<file path="config.mk">
export PLATFORM = sky130hd
export DESIGN_NAME = fpu_result_stage
export DESIGN_NICKNAME = d
export VERILOG_FILES = /design/src/rtl/fpu_result_stage_pkg.sv /design/src/rtl/fpu_result_stage_fifo.sv /design/src/rtl/fpu_result_stage.sv
export SDC_FILE = /design/constraint.sdc
export NUM_CORES = 1
export LEC_CHECK = 0
export ABC_AREA = 0
export CAP_MARGIN = 20
export CORE_MARGIN = 3
export CORE_UTILIZATION = 57
export DETAILED_ROUTE_END_ITERATION = 6
export DONT_BUFFER_PORTS = 1
export PLACE_DENSITY = 0.75
export SYNTH_ARGS = -nofsm -noshare
export SYNTH_HDL_FRONTEND = slang
export SYNTH_HIERARCHICAL = 1
export SYNTH_SLANG_ARGS = --single-unit
</file>
<file path="constraint.sdc">
create_clock -name clock -period 1.6 [get_ports clock]
set_input_delay 0.24 -clock clock [delete_from_list [all_inputs] [get_ports clock]]
set_output_delay 0.24 -clock clock [all_outputs]
set_load 0.05 [all_outputs]
</file>
<file path="src/rtl/fpu_result_stage_pkg.sv">
// Shared FP16 result-path types. The bundled result struct carries a tag whose
// width comes from FPU_TAGW, so all users agree on one layout.
`ifndef FPU_TAGW
`define FPU_TAGW 4
`endif

package fpu_lib;

  localparam int FPU_TAGW = `FPU_TAGW;

  typedef logic [15:0] fp16_t;

  typedef struct packed {
    logic z;
    logic c;
    logic n;
    logic v;
  } condCode_t;

  typedef struct packed {
    logic invalid;
    logic overflow;
    logic underflow;
    logic inexact;
  } opStatusFlag_t;

  typedef struct packed {
    fp16_t                 result;
    condCode_t             cond;
    opStatusFlag_t         flags;
    logic [`FPU_TAGW-1:0]  tag;
  } fpu_result_t;

endpackage

</file>
<file path="src/rtl/fpu_result_stage_fifo.sv">
// Generic valid/ready register FIFO. Output is always registered (no fall-through)
// and reads as zero while empty.
module fpuResultFifo #(
  parameter int DEPTH = 2,
  parameter int WIDTH = 8
) (
  input  logic             clock,
  input  logic             reset_n,
  input  logic             in_valid,
  output logic             in_ready,
  input  logic [WIDTH-1:0] in_data,
  output logic             out_valid,
  input  logic             out_ready,
  output logic [WIDTH-1:0] out_data,
  output logic             accept,
  output logic             retire
);

  localparam int PW = $clog2(DEPTH);
  localparam int CW = PW + 1;

  logic [WIDTH-1:0] mem [DEPTH];
  logic [PW-1:0]    wr_ptr;
  logic [PW-1:0]    rd_ptr;
  logic [CW-1:0]    count;

  // in_ready depends only on the registered count, never on out_ready.
  assign in_ready  = (count != CW'(DEPTH));
  assign out_valid = (count != '0);
  assign accept    = in_valid & in_ready;
  assign retire    = out_valid & out_ready;
  assign out_data  = out_valid ? mem[rd_ptr] : '0;

  always_ff @(posedge clock or negedge reset_n) begin
    if (!reset_n) begin
      wr_ptr <= '0;
      rd_ptr <= '0;
      count  <= '0;
      for (int i = 0; i < DEPTH; i++) mem[i] <= '0;
    end else begin
      if (accept) begin
        mem[wr_ptr] <= in_data;
        wr_ptr      <= wr_ptr + PW'(1);
      end
      if (retire) rd_ptr <= rd_ptr + PW'(1);
      case ({accept, retire})
        2'b10:   count <= count + CW'(1);
        2'b01:   count <= count - CW'(1);
        default: count <= count;
      endcase
    end
  end

endmodule

</file>
<file path="src/rtl/fpu_result_stage.sv">
// Writeback stage behind the FP16 add/sub datapath: buffers results in order and
// keeps the sticky exception flags, last condition codes and retired-result count.
module fpu_result_stage
  import fpu_lib::*;
#(
  parameter int DEPTH = 2,
  parameter int TAGW  = FPU_TAGW,
  parameter int CNTW  = 16
) (
  input  logic            clock,
  input  logic            reset_n,
  input  logic            in_valid,
  output logic            in_ready,
  input  fp16_t           in_result,
  input  condCode_t       in_cond,
  input  opStatusFlag_t   in_flags,
  input  logic [TAGW-1:0] in_tag,
  output logic            out_valid,
  input  logic            out_ready,
  output fp16_t           out_result,
  output condCode_t       out_cond,
  output opStatusFlag_t   out_flags,
  output logic [TAGW-1:0] out_tag,
  input  logic            flags_clr,
  output opStatusFlag_t   sticky_flags,
  output condCode_t       last_cond,
  output logic [CNTW-1:0] retired_cnt
);

  // Same field order as fpu_result_t, but sized from TAGW so overrides stay consistent.
  localparam int RW = $bits(fp16_t) + $bits(condCode_t) + $bits(opStatusFlag_t) + TAGW;

  logic [RW-1:0] fifo_in;
  logic [RW-1:0] fifo_out;
  logic          accept;
  logic          retire;

  assign fifo_in = {in_result, in_cond, in_flags, in_tag};
  assign {out_result, out_cond, out_flags, out_tag} = fifo_out;

  fpuResultFifo #(.DEPTH(DEPTH), .WIDTH(RW)) u_fifo (
    .clock     (clock),
    .reset_n   (reset_n),
    .in_valid  (in_valid),
    .in_ready  (in_ready),
    .in_data   (fifo_in),
    .out_valid (out_valid),
    .out_ready (out_ready),
    .out_data  (fifo_out),
    .accept    (accept),
    .retire    (retire)
  );

  // A clear in the same cycle as an accept still keeps the new op's flags.
  always_ff @(posedge clock or negedge reset_n) begin
    if (!reset_n) begin
      sticky_flags <= '0;
      last_cond    <= '0;
      retired_cnt  <= '0;
    end else begin
      sticky_flags <= opStatusFlag_t'((flags_clr ? '0 : sticky_flags) | (accept ? in_flags : '0));
      if (accept) last_cond <= in_cond;
      if (retire) retired_cnt <= retired_cnt + CNTW'(1);
    end
  end

endmodule

</file>
Yosys cells after proc, flatten, opt, wreduce, memory -nomap -nowiden
Index checks and enable logic that the tools add are counted.
{"block": "op_classes", "bitwise_logic": 5, "div_mod_pow": 0, "eq_ne": 3, "shift": 0, "add_sub_neg": 5, "n_reduce_logical": 3, "mul": 0, "muxes": 10, "magnitude_cmp": 3}
{"op": "$mux 28", "n": 5}
{"op": "$bwmux 56", "n": 1}
{"op": "$demux 28 s1", "n": 1}
{"op": "$add 16x1->16 const B", "n": 1}
{"op": "$mux 4", "n": 2}
{"op": "$ge 2x2->1 const B", "n": 2}
{"op": "$not 1->2", "n": 2}
{"op": "$or 4x4->4", "n": 1}
{"op": "$pmux 2 s2", "n": 1}
{"op": "$reduce_bool 2->1", "n": 2}
{"op": "$add 1x1->1 const B", "n": 2}
{"op": "$add 2x1->2 const B", "n": 1}
{"op": "$and 1x1->1", "n": 2}
{"op": "$eq 2x1->1 const B", "n": 1}
{"op": "$eq 2x2->1 const B", "n": 1}
{"op": "$lt 2x1->1 const B", "n": 1}
{"op": "$ne 2x2->1 const B", "n": 1}
{"op": "$sub 2x1->2 const B", "n": 1}
{"op": "$logic_and 1x1->1", "n": 1}
{"block": "word_totals", "output_inout_bits": 54, "n_memories": 0, "latchBits": 0, "ram_bits": 0, "reg_bits": 84, "rom_bits": 0, "elab_cells": 43, "in_bits": 33}

Longest topological paths before layout
Gate-level depths: netlist of the first run.
{"block": "logic_depth", "ltp_word": 6, "ltp_mapped": 6, "mapped_depth_nobuf": 6}

Hierarchy
The synthesis of the first run kept the hierarchy.
{"module": "fpuResultFifo", "instances": 1, "area_per_inst_um2": 2907.8, "cells_per_inst": 199}
{"module": "fpu_result_stage", "instances": 1, "area_per_inst_um2": 1008.5, "cells_per_inst": 84}

Least setup slack after synthesis of the first run
Ideal clock, no wire load.
{"block": "synth_path", "path_type": "register to output", "start": "reg u_fifo.rd_ptr", "end": "out out_cond[0] (netlist bit)", "arrival_ps": 1608, "stages_incl_launch_ff": 5, "setup_slack_ps": -248, "path_buffers": 2, "path_cell_list": "dfrtp_1 buf_2 buf_2 mux2i_1 nor2_1"}
{"element": "from (decl)", "line_no": "fpu_result_stage_fifo.sv:24", "text": "logic [PW-1:0] rd_ptr;"}
{"element": "from (signal assigned)", "line_no": "fpu_result_stage_fifo.sv:45", "text": "if (retire) rd_ptr <= rd_ptr + PW'(1);"}
{"element": "to (decl)", "line_no": "fpu_result_stage.sv:21", "text": "output condCode_t out_cond,"}

Final worst setup path of the first run
{"block": "layout_path", "start": "reg u_fifo.count[0]", "end": "reg retired_cnt[11]"}
{"block": "layout_between", "elab_chain_len": 2}
{"element": "from (decl)", "line_no": "fpu_result_stage_fifo.sv:25", "text": "logic [CW-1:0] count;"}
{"element": "from (signal assigned)", "line_no": "fpu_result_stage_fifo.sv:47", "text": "2'b10: count <= count + CW'(1);"}
{"element": "from (signal assigned)", "line_no": "fpu_result_stage_fifo.sv:48", "text": "2'b01: count <= count - CW'(1);"}
{"element": "from (signal assigned)", "line_no": "fpu_result_stage_fifo.sv:49", "text": "default: count <= count;"}
{"element": "$reduce_bool 2->1", "line_no": "fpu_result_stage_fifo.sv:29", "text": "assign out_valid = (count != '0);"}
{"element": "$and 1x1->1", "line_no": "fpu_result_stage_fifo.sv:31", "text": "assign retire = out_valid & out_ready;"}
{"element": "named net retire", "line_no": "fpu_result_stage.sv:36", "text": "logic retire;"}
{"element": "to (signal assigned)", "line_no": "fpu_result_stage.sv:63", "text": "if (retire) retired_cnt <= retired_cnt + CNTW'(1);"}
{"element": "to (decl)", "line_no": "fpu_result_stage.sv:27", "text": "output logic [CNTW-1:0] retired_cnt"}
The timed path passes the listed nets, and every way through them passes these cells.
A chain may end at the register's enable or synchronous reset.

==> summary.md, run 1 <==
| Metric | Value |
|---|---|
| Vias per cell | between 5 and 6 |
| Die Y | 88.9 um |
| Clock buffer depth | 2 |
| Count leader, synth | dfrtp_1 |
| DR WL/cell | roughly 22 um |
| Syn-to-layout area delta | 39.1% |
| Synth Area in Simple Gates | under 10% |
| Number of DRC markers in iteration 0 | 123 |
| Die Width | roughly 89 um |
| Slew Limit Fails | 0 |
| Netlist cell types | 26 |
| Headroom to the max-slew limit | about 64% |
| Setup violators final | 95 |
| DRC viols | 0 |
| Number of synthesized flops with an enable pin | 0 |
| DP Wirelength | approximately 5.3 mm |
| Crit path required time | 1.86 ns |
| Post-synthesis adder-cell area fraction | 0.639% |
| WP data arrival | 2.04 ns |
| Initial core utilization | 60.3% |
| Netlist Area Pre-Place | 3920 um2 |
| Main combinational cell family by area after synthesis | multiplexers |
| Status | finished with violations |
| CTS Root Cell | clkbuf_8 |
| GR Overflow Total | 0 |
| Vias | roughly 2500 |
| Ranking of synthesized cells by area | dfrtp_1, mux2_4, mux2i_1 |
| Worst Skew | 0.0160 ns |
| Synth cell count leaders | dfrtp_1, mux2_4, nor2_1, mux2i_1, mux2_2 |
| Crit Path Category | reg2reg |
| Max_cap viols | 0 |
| Clock Latency Late Sink | ~0.35 ns |
| Yosys reg bits | 84 |
| Hold Path Class | in2async |
| CP Capture Type | flop |
| Fmax | 563 MHz |
| Core Area | 6490 um2 |
| Avg Cell Area, Syn | roughly 14 um2 |
| TNS Setup | -8.87 ns |
| Vias in the first global route | 2586 |
| Tcrit/Tclk final | 111% |
| GPL Wtd Cong | 0.783 |
| Total Wirelength | 9.60 mm |
| Clk sinks | 84 |
| Clk slew on worst S/H paths | 0.09 ns |
| Io pins | 87 |
| CTS tree | done |
| Worst hold margin | -0.423 ns |
| Final ANT Viol Nets | 0 |
| Area share of the largest cell type after synthesis | 53.7% |
| Seq/Total Area, Yosys | 53.7% |
| Layout cells sized above 1 | 54.1% |
| Number of detailed-route iterations in the first pass | 4 |
| Largest net degree at the start of global routing | 85 |
| Rows | 29 |
| RSZ-0062 raised after global routing | yes |
| Final Hold Viols | 84 |
| Startpoint types | flop |
| Fin worst setup slack | -0.177 ns |
| Ys async rst share | 100% |
| Fill cells | about 330 |
| First-pass GRT wire length | roughly 13 mm |
| Fin nets | 392 |
| Dominant cell type by area after synthesis | dfrtp_1 |
| Worst Path Max Fanout | 6 |
| Compound-cell area share of the yosys netlist | 0.511% |
| Syn nets | 318 |
| # H-tree levels | 3 |
| Total track usage | 22.9% |
| Ant diodes | 0 |
| Violated checks | negative hold slack, negative setup slack |
| Area share of xor/xnor cells in the synthesized design | about 4.5% |
| TritonCTS Buffers | 9 |
| Post-synthesis mux area share | 28.5% |
| Worst-Margin Slew | 0.542 ns |
| IO Port Bufs | 0 |
| YS warnings | 6 |
| Cells after Synth | about 280 |
| Ys flop type | dfrtp_1 |
| Min Tclk post-route | 1.78 ns |
| Antenna violations before repair | 0 |
| Die ar. | 7900 um2 |
## path summary, 6_finish.rpt
check / endpoint / slack [ns] / from / cells past startpoint
worst max-delay path: retired_cnt[11]$_DFFE_PN0P_ / -0.18 / u_fifo/count[0]$_DFFE_PN0P_ / 7
worst min-delay path: retired_cnt[0]$_DFFE_PN0P_ / -0.42 / reset_n / 0
worst max register to register: retired_cnt[11]$_DFFE_PN0P_ / -0.18 / u_fifo/count[0]$_DFFE_PN0P_ / 7
worst min register to register: u_fifo/wr_ptr$_DFFE_PN0N_ / 0.49 / u_fifo/wr_ptr$_DFFE_PN0N_ / 1
max in group asynchronous: u_fifo/rd_ptr$_DFFE_PN0P_ / 1.89 / reset_n / 0
min in group clock: sticky_flags[0]$_DFF_PN0_ / 0.01 / flags_clr / 1
## state kept, by name, summed over array words and instances (netlist names)
name	count
u_fifo/wr_ptr	1
u_fifo/rd_ptr	1
u_fifo/count	2
u_fifo/mem	56
last_cond	4
retired_cnt	16
sticky_flags	4
## critical path: stages, from the launching register on
cell and delay, ns:
dfrtp_1 0.44, nor2_4 0.08, buf_12 0.13, nor2b_4 0.24, nand4_4 0.21, buf_4 0.21
nor4_4 0.14, xor2_1 0.23
## per-stage QoR
| step | util (%) | hold WS, ns | worst slack, ns | instance area [um2] | instances |
|---|---|---|---|---|---|
| 3_3_place_gp | 70.1 | -0.0528 | 0.0726 | 4550 | 403 |
| 4_1_cts | 77.5 | -0.448 | -0.137 | 5030 | 428 |
| 5_1_grt | 83.9 | -0.459 | -0.237 | 5450 | 439 |
| 2_1_floorplan | - | -0.0556 | -0.117 | 3990 | 283 |
| 3_5_place_dp | 70.1 | -0.0530 | -0.0820 | 4550 | 403 |
| 6_report | 83.9 | -0.423 | -0.177 | 5450 | 439 |
## cell type report
type / count / area (um2) / share of cell area, %
Multi-Input combinational cell: 179 / 2030 / 37.2
Tap cell: 77 / 96.3 / 1.77
Clock inverter: 4 / 75.1 / 1.38
Inverter: 7 / 33.8 / 0.620
Clock buffer: 12 / 135 / 2.48
Timing Repair Buffer: 76 / 972 / 17.8
Sequential cell: 84 / 2110 / 38.7
## per-layer routing
layer	GRT usage (%)	routed length (um)
met4	5.36	118
met5	0	0
met1	29.2	4070
met3	7.93	459
met2	38.1	4950
## kinds of logic after synthesis
group,after synthesis
simple gates,64
mux,89
buf+inv,20
xor+xnor,20
compound gates,4
fa+ha+maj,2
flops,84
## cells in the final DEF, fill, tap and decap left out, types with 4 or more instances in the layout
cell type   netlist  routed
dfrtp_1          84      80
mux2_4           40      55
buf_4             0      32
mux2i_1          28      18
nor2_1           33      17
buf_6             2      17
buf_12            4      17
xor2_1           13      13
nor2_4            0      12
nand2_1          10       9
clkbuf_8          0       9
nor4_4            0       7
mux2i_2           0       7
xnor2_1           7       6
mux2_2           21       6
inv_1             7       5
o21ai_0           4       4
nand4_1           4       4
clkinvlp_4        0       4
clkbuf_16         0       4
dfrtp_2           0       4
nor2_2            0       4
## what timing repair did
| item | CTS | global route |
|---|---|---|
| hold endpoints to repair | 87 | 85 |
| gates cloned | 2 | 4 |
| buffers inserted | 5 | 6 |
| resized for setup | 34 | 51 |
| setup endpoints to repair | 35 | 55 |
| hold buffers | 2 | 1 |
| pin swaps | 2 | 14 |
Power of run 1 is left out: the tool's default activity adds up to more than one toggle a clock period on the data nets, which glitch-free logic cannot reach.
==> run 2, diff against run 1 <==
--- a/config.mk
+++ b/config.mk
@@ -12,6 +12,7 @@
 export DETAILED_ROUTE_END_ITERATION = 6
 export DONT_BUFFER_PORTS = 1
 export PLACE_DENSITY = 0.75
+export RECOVER_POWER = 25
 export SYNTH_ARGS = -nofsm -noshare
 export SYNTH_HDL_FRONTEND = slang
 export SYNTH_HIERARCHICAL = 1
==> results of run 2 <==
The final DEF is identical to that of run 1; final timing and power are the same.
Power of run 2 is left out for the same reason.
